--- config.mk ---
export PLATFORM = sky130hd
export DESIGN_NAME = mem_req_engine
export DESIGN_NICKNAME = d
export VERILOG_FILES = /design/src/rtl/mem_req_engine.sv
export SDC_FILE = /design/constraint.sdc
export NUM_CORES = 1
export LEC_CHECK = 0
export CORE_MARGIN = 1
export CORE_UTILIZATION = 43
export DETAILED_ROUTE_END_ITERATION = 7
export PLACE_DENSITY = 0.87
export SLEW_MARGIN = 20
export SYNTH_ARGS = -nofsm -noshare
export SYNTH_HDL_FRONTEND = slang
export SYNTH_SLANG_ARGS = --single-unit
--- constraint.sdc ---
create_clock -name clk -period 3.1 [get_ports clk]
set_clock_uncertainty 0.2 [all_clocks]
set_input_delay 0.62 -clock clk [delete_from_list [all_inputs] [get_ports clk]]
set_output_delay 0.62 -clock clk [all_outputs]
set_load 0.005 [all_outputs]
--- src/rtl/mem_req_engine.sv ---
// rtl/mem_req_engine.sv - main-memory request sequencer: fill, writeback, writeback+fill with response handshake
module mem_req_engine #(
    parameter int MEM_LAT   = 4,
    parameter int CNT_WIDTH = 16,
    parameter int PA_WIDTH  = 16,
    parameter int BLK_WIDTH = 64
) (
    input  logic                 clk,
    input  logic                 rst_n,
    input  logic                 req_valid,
    output logic                 req_ready,
    input  logic [1:0]           req_op,
    input  logic [PA_WIDTH-1:0]  req_fill_addr,
    input  logic [PA_WIDTH-1:0]  req_wb_addr,
    input  logic [BLK_WIDTH-1:0] req_wb_data,
    output logic                 resp_valid,
    input  logic                 resp_ready,
    output logic [BLK_WIDTH-1:0] resp_data,
    output logic                 resp_err,
    output logic [PA_WIDTH-1:0]  mem_addr,
    output logic                 mem_rd_en,
    output logic                 mem_wr_en,
    output logic [BLK_WIDTH-1:0] mem_wr_data,
    input  logic [BLK_WIDTH-1:0] mem_rd_data,
    output logic [CNT_WIDTH-1:0] rd_cnt,
    output logic [CNT_WIDTH-1:0] wr_cnt
);
    localparam int OFS = $clog2(BLK_WIDTH / 8);

    typedef enum logic [1:0] {IDLE, WB, RD, RESP} state_t;

    state_t               state, state_nxt;
    logic [1:0]           op_q;
    logic [PA_WIDTH-1:0]  fill_addr_q, wb_addr_q;
    logic [BLK_WIDTH-1:0] wb_data_q;
    logic [7:0]           lat_cnt;
    logic                 lat_done;
    logic                 accept;

    assign accept   = (state == IDLE) && req_valid;
    assign lat_done = (lat_cnt == 8'(MEM_LAT - 1));

    always_ff @(posedge clk or negedge rst_n) begin
        if (!rst_n) state <= IDLE;
        else        state <= state_nxt;
    end

    always_comb begin
        state_nxt = state;
        case (state)
            IDLE: if (req_valid) begin
                case (req_op)
                    2'b00:   state_nxt = RESP;
                    2'b01:   state_nxt = RD;
                    default: state_nxt = WB;
                endcase
            end
            WB:   if (lat_done) state_nxt = op_q[0] ? RD : RESP;
            RD:   if (lat_done) state_nxt = RESP;
            RESP: if (resp_ready) state_nxt = IDLE;
            default: state_nxt = IDLE;
        endcase
    end

    always_ff @(posedge clk or negedge rst_n) begin
        if (!rst_n) begin
            op_q        <= 2'b00;
            fill_addr_q <= '0;
            wb_addr_q   <= '0;
            wb_data_q   <= '0;
            lat_cnt     <= '0;
            resp_data   <= '0;
            rd_cnt      <= '0;
            wr_cnt      <= '0;
        end else begin
            if (accept) begin
                op_q        <= req_op;
                fill_addr_q <= {req_fill_addr[PA_WIDTH-1:OFS], {OFS{1'b0}}};
                wb_addr_q   <= {req_wb_addr[PA_WIDTH-1:OFS], {OFS{1'b0}}};
                wb_data_q   <= req_wb_data;
            end
            // One shared latency counter; it restarts at each WB->RD handoff.
            if (state == WB || state == RD) lat_cnt <= lat_done ? 8'd0 : lat_cnt + 8'd1;
            else                            lat_cnt <= 8'd0;
            if (state == WB && lat_done && !(&wr_cnt)) wr_cnt <= wr_cnt + 1'b1;
            if (state == RD && lat_done) begin
                resp_data <= mem_rd_data;
                if (!(&rd_cnt)) rd_cnt <= rd_cnt + 1'b1;
            end
        end
    end

    // Enables decode straight from state so an async reset drops them at once.
    assign mem_wr_en   = (state == WB);
    assign mem_rd_en   = (state == RD);
    assign mem_addr    = mem_wr_en ? wb_addr_q : (mem_rd_en ? fill_addr_q : '0);
    assign mem_wr_data = mem_wr_en ? wb_data_q : '0;
    assign req_ready   = (state == IDLE);
    assign resp_valid  = (state == RESP);
    assign resp_err    = (state == RESP) && (op_q == 2'b00);
endmodule

Word-level counts from Yosys, hierarchy flattened
Cells that the tools add are included.

Word-level logic and storage cells: 48. Output and inout bits: 181. Bits in registers: 198.

Add/subtract/negate cells: 3. Equality and inequality tests: 9. Bitwise logic cells: 1. Reductions and logical operators: 14. Multiplexer cells: 12.

Operators by type and width (count): $mux W64 (1); $add A16 B1 Y16 const B (2); $mux W16 (2); $reduce_and A16 Y1 (2); $mux W8 (2); $add A8 B1 Y8 const B (1); $eq A8 B2 Y1 const B (1); $mux W2 (4); $pmux W2 S4 (1); $logic_not A2 Y1 (3); $ne A2 B1 Y1 const B (3); $logic_and A1 B1 Y1 (5); $eq A2 B1 Y1 const B (2); $eq A2 B2 Y1 const B (2); $pmux W2 S2 (1); $reduce_and A4 Y1 (1); $ne A2 B2 Y1 const B (1); $reduce_and A2 Y1 (1); $logic_not A1 Y1 (1); $logic_or A1 B1 Y1 (1); $mux W1 (1); $not A1 Y1 (1).

Depth between registers and ports, before layout
Word-level depth: 4. Depth in mapped cells: 8. Depth with buffers taken out: 6.

Least setup slack after synthesis
Ideal clock, no wire load.

Kind: reg-to-output. Start: register state[1]. End: output mem_wr_data[33]. Data arrival time: 1.456 ns. Data required time: 2.280 ns. Cell stages (with the launch flop): 7. Path buffers: 3. Setup slack: 0.824 ns. Cells stage by stage: dfrtp_1 inv_1 ha_1 buf_2 clkbuf_1 clkbuf_1 and2_1.

Longest elaborated chain between the ends: 2.

Ends and longest elaborated chain: from (decl) (RTL line 32) `state_t state, state_nxt;`; from (signal assigned) (RTL line 45) `else state <= state_nxt;`; $eq A2 B1 Y1 (RTL line 94) `assign mem_wr_en = (state == WB);`; via mem_wr_en (RTL line 22) `output logic mem_wr_en,`; $mux W64 (RTL line 97) `assign mem_wr_data = mem_wr_en ? wb_data_q : '0;`; to (decl) (RTL line 23) `output logic [BLK_WIDTH-1:0] mem_wr_data,`.

The timed path passes the listed nets, and every way through them passes these cells.

Worst setup path in the final report
Start: register state[0]. End: output mem_addr[5].

Longest elaborated chain between the ends: 3.

Ends and longest elaborated chain: $eq A2 B2 Y1 (RTL line 95) `assign mem_rd_en = (state == RD);`; $mux W16 (RTL line 96) `assign mem_addr = mem_wr_en ? wb_addr_q : (mem_rd_en ? fill_addr_q : '0);`; $mux W16 (*) (RTL line 96); to (decl) (RTL line 20) `output logic [PA_WIDTH-1:0] mem_addr,`.

Every way passes the cells marked *; elsewhere a longest branch is shown, timed or not.

==> impl_metrics.env <==
export IMPL_die_width_um=142.9
export IMPL_critical_path_arrival_ns=2.18
export IMPL_yosys_top_cells_count="sky130_fd_sc_hd__nand2_1 (209), sky130_fd_sc_hd__dfrtp_1 (198), sky130_fd_sc_hd__mux2_2 (97), sky130_fd_sc_hd__and2_1 (65), sky130_fd_sc_hd__clkbuf_1 (30)"
export IMPL_num_vias=6825
export IMPL_post_synth_edffs=0
export IMPL_cts_tree="built"
export IMPL_rows=51
export IMPL_grtUsageMet3=0.08082
export IMPL_relSlewSlack=0.5534
export IMPL_syn_instance_count=764
export IMPL_cp_slowest_stage_delay_ns=0.53
export IMPL_ys_async_sr_fraction=1.000
export IMPL_post_route_cell_area_mm2=0.01303
export IMPL_fillerInstances=1463
export IMPL_failing_checks="hold timing"
export IMPL_critPathCaptureType="output port"
export IMPL_total_wirelength_of_the_detailed_routed_design_mm=23.54
export IMPL_synth_yosys_seq_area_share=0.5805
export IMPL_p_clk_frac=0.212
export IMPL_sw_frac_of_total=0.2925
export IMPL_grt_start_max_net_pins=66
export IMPL_fp_dieH_um=142.9
export IMPL_power_share_sequential=0.377
export IMPL_area_growth_syn_to_fin_pct=52.67
export IMPL_route_detailed_drc=0
export IMPL_timing_final_crit_share=0.9683
export IMPL_grt_met2_usage=0.3847
export IMPL_clkLatencyLatePin_ns=0.43
export IMPL_portBuffers=337
export IMPL_intPower_w=0.008033
export IMPL_worst_path_max_delay_cell="sky130_fd_sc_hd__clkdlybuf4s50_1"
export IMPL_met1_usage=0.2640
export IMPL_synth_warning_count=0
export IMPL_cp_start_kind="flop"
export IMPL_drv_max_cap_violation_count=0
export IMPL_ant_nets=0
export IMPL_routed_wire_length_per_instance_um=17.03
export IMPL_netlist_area_leader_share=0.5805
export IMPL_synthDistinctLibCells=36
export IMPL_hold_worst_slack_ns=-0.01681
export IMPL_final_hold_violation_count=15
export IMPL_timing_final_setup_violations=0
export IMPL_criticalPathCategory="flop to output port"
export IMPL_grt_overflow_total=0
export IMPL_place_area_mm2=0.01230
export IMPL_worstPathCellList="buf_4, ha_4, nor2b_4, buf_6, a22o_1, clkdlybuf4s50_1"
export IMPL_drt_pass1_iter_count=4
export IMPL_num_nets_final=1278
export IMPL_cts_inserted_buffers=17
export IMPL_final_max_slew_violation_count=0
export IMPL_cts_htree_levels=4
export IMPL_wire_length_of_the_first_global_routing_pass_mm=35.47
export IMPL_boundaryPins=347
export IMPL_start_util=0.4386
export IMPL_synthTopCellsByArea="sky130_fd_sc_hd__dfrtp_1 (58%), sky130_fd_sc_hd__mux2_2 (13%), sky130_fd_sc_hd__nand2_1 (9.2%)"
export IMPL_post_route_min_period_ns=3.002
export IMPL_combinational_fraction_of_design_power=0.411
export IMPL_ys_dominant_reg_cell="sky130_fd_sc_hd__dfrtp_1"
export IMPL_power_density_mw_per_mm2=871.3
export IMPL_numClockSinks=198
export IMPL_worst_path_max_fanout=7
export IMPL_fmaxAchievable_ghz=0.3332
export IMPL_gpl_final_weighted_congestion=0.7840
export IMPL_post_synth_top_count_cell="sky130_fd_sc_hd__nand2_1"
export IMPL_leakage_nw=5.811
export IMPL_coreArea_mm2=0.01946
export IMPL_switching_power_w=0.003321
export IMPL_syn_mean_instance_area_um2=11.17
export IMPL_grt_pass1_vias=6799
export IMPL_cts_hold_buffers=0
export IMPL_hold_path_class="input port to asynchronous set/reset pin"
export IMPL_peakVddDrop_mv=0.4785
export IMPL_drtIter0Drc=284
export IMPL_postSynthRegisterBits=198
export IMPL_avgViaCountPerCell=4.938
export IMPL_antenna_found_initial=4
export IMPL_syn_cell_area_mm2=0.008536
export IMPL_result_of_the_run="finished, violations left"
export IMPL_worst_ep_required_time_ns=2.28
export IMPL_detailed_place_hpwl_mm=16.71
export IMPL_dieArea_mm2=0.02042
export IMPL_tightestPinTransition_ns=0.6700
export IMPL_cts_reportedPaths_clkPinSlew_ns=0.07
export IMPL_rsz0062_at_grt="no"
export IMPL_drive_gt1_frac=0.1447
export IMPL_finalSetupTns_ns=0
export IMPL_cts_root_buf="sky130_fd_sc_hd__clkbuf_16"
export IMPL_grt_total_usage=0.2273
export IMPL_top_usage_layer="met2"
export IMPL_post_synth_top_area_cell="sky130_fd_sc_hd__dfrtp_1"
export IMPL_max_clock_path_buffers=2
## registers in the layout, summed over array words and instances (netlist names)
name	cells
fill_addr_q	13
lat_cnt	8
op_q	2
rd_cnt	16
resp_data	64
state	2
wb_addr_q	13
wb_data_q	64
wr_cnt	16
## placed cells by master, fill, tap and decap left out, types with 13 or more instances in the layout
cell,instances
sky130_fd_sc_hd__a22o_1,13
sky130_fd_sc_hd__and2_1,65
sky130_fd_sc_hd__buf_4,13
sky130_fd_sc_hd__clkbuf_16,18
sky130_fd_sc_hd__clkdlybuf4s50_1,336
sky130_fd_sc_hd__dfrtp_1,197
sky130_fd_sc_hd__mux2_2,97
sky130_fd_sc_hd__nand2_1,207
sky130_fd_sc_hd__nand3_1,18
sky130_fd_sc_hd__xor2_1,28
## routing by layer
metal	wire (um)	vias up
li1	-	3203
met1	9257	3315
met5	0	-
met3	1921	33
met2	11860	274
met4	497	0
## per-stage QoR
stage                     setup WS (ns)  utilization  total power (W)  std cells  hold slack (ns)
after floorplan                  0.8235            -         0.006148        766           0.1244
after global placement           0.3939       0.6322         0.008615       1344           0.2562
after detailed placement         0.3167       0.6322         0.008834       1344           0.2617
after CTS                       0.07281       0.6672          0.01135       1377         0.002543
after global routing            0.01061       0.6696          0.01202       1382         0.003015
final                           0.09841       0.6696          0.01135       1382         -0.01681
## repair_timing
item / in CTS / in global routing
pin swaps: 0 / 1
gates resized for setup: 6 / 3
endpoints found under the setup margin: 64 / 6
buffers inserted: 3 / 0
cloned: 1 / 1
## layout make-up
class / instances / area [um^2] / share of cell area
Clock inverter: 11 / 197.7 / 0.01517
Inverter: 6 / 22.52 / 0.001728
Sequential cell: 198 / 4956 / 0.3803
Timing Repair Buffer: 359 / 3651 / 0.2802
Clock buffer: 18 / 429.2 / 0.03293
Tap cell: 265 / 331.6 / 0.02544
Antenna cell: 4 / 10.01 / 0.0007681
Multi-Input combinational cell: 521 / 3433 / 0.2635
## power by group through the flow
stage               combinational [W]  clock (W)  sequential [W]
global route                  0.00506    0.00256         0.00440
floorplan                     0.00196          0         0.00419
detailed placement            0.00452          0         0.00431
finish                        0.00466    0.00241         0.00428
global placement              0.00440          0         0.00422
CTS                           0.00463    0.00245         0.00427
## critical path: cells and delay by family, from the launching register on
kind,cells,cell delay [ns]
flops,1,0.39
buf+inv,3,0.85
fa+ha+maj,1,0.21
simple gates,1,0.16
compound gates,1,0.15
## path summary, 6_finish.rpt
check | from | end | slack [ns] | cells after the start
max | state[0]$_DFFE_PN0P_ | mem_addr[5] | 0.1 | 6
min reg2reg | resp_data[30]$_DFFE_PN0P_ | resp_data[30]$_DFFE_PN0P_ | 0.27 | 2
min | rst_n | wr_cnt[3]$_DFFE_PN0P_ | -0.02 | 1
max reg2reg | state[1]$_DFFE_PN0P_ | wr_cnt[15]$_DFFE_PN0P_ | 0.38 | 7
max in group asynchronous | rst_n | lat_cnt[0]$_DFF_PN0_ | 1.98 | 2
min in group clk | resp_data[30]$_DFFE_PN0P_ | resp_data[30]$_DFFE_PN0P_ | 0.27 | 2
## cells by family (layout without fill, tap and decap cells)
family | after synthesis | count (layout) | synth area share
and+or+nand+nor | 349 | 349 | 0.1933
other | 1 | 7 | 0.0004393
buffers and inverters | 47 | 394 | 0.02316
muxes | 99 | 99 | 0.1303
DFF | 198 | 198 | 0.5805
AOI/OAI and AO/OA | 28 | 28 | 0.02521
adders and majority gates | 9 | 9 | 0.01319
xor gates and xnor gates | 33 | 33 | 0.03386
No activity file was read; power rests on OpenSTA's default activity.
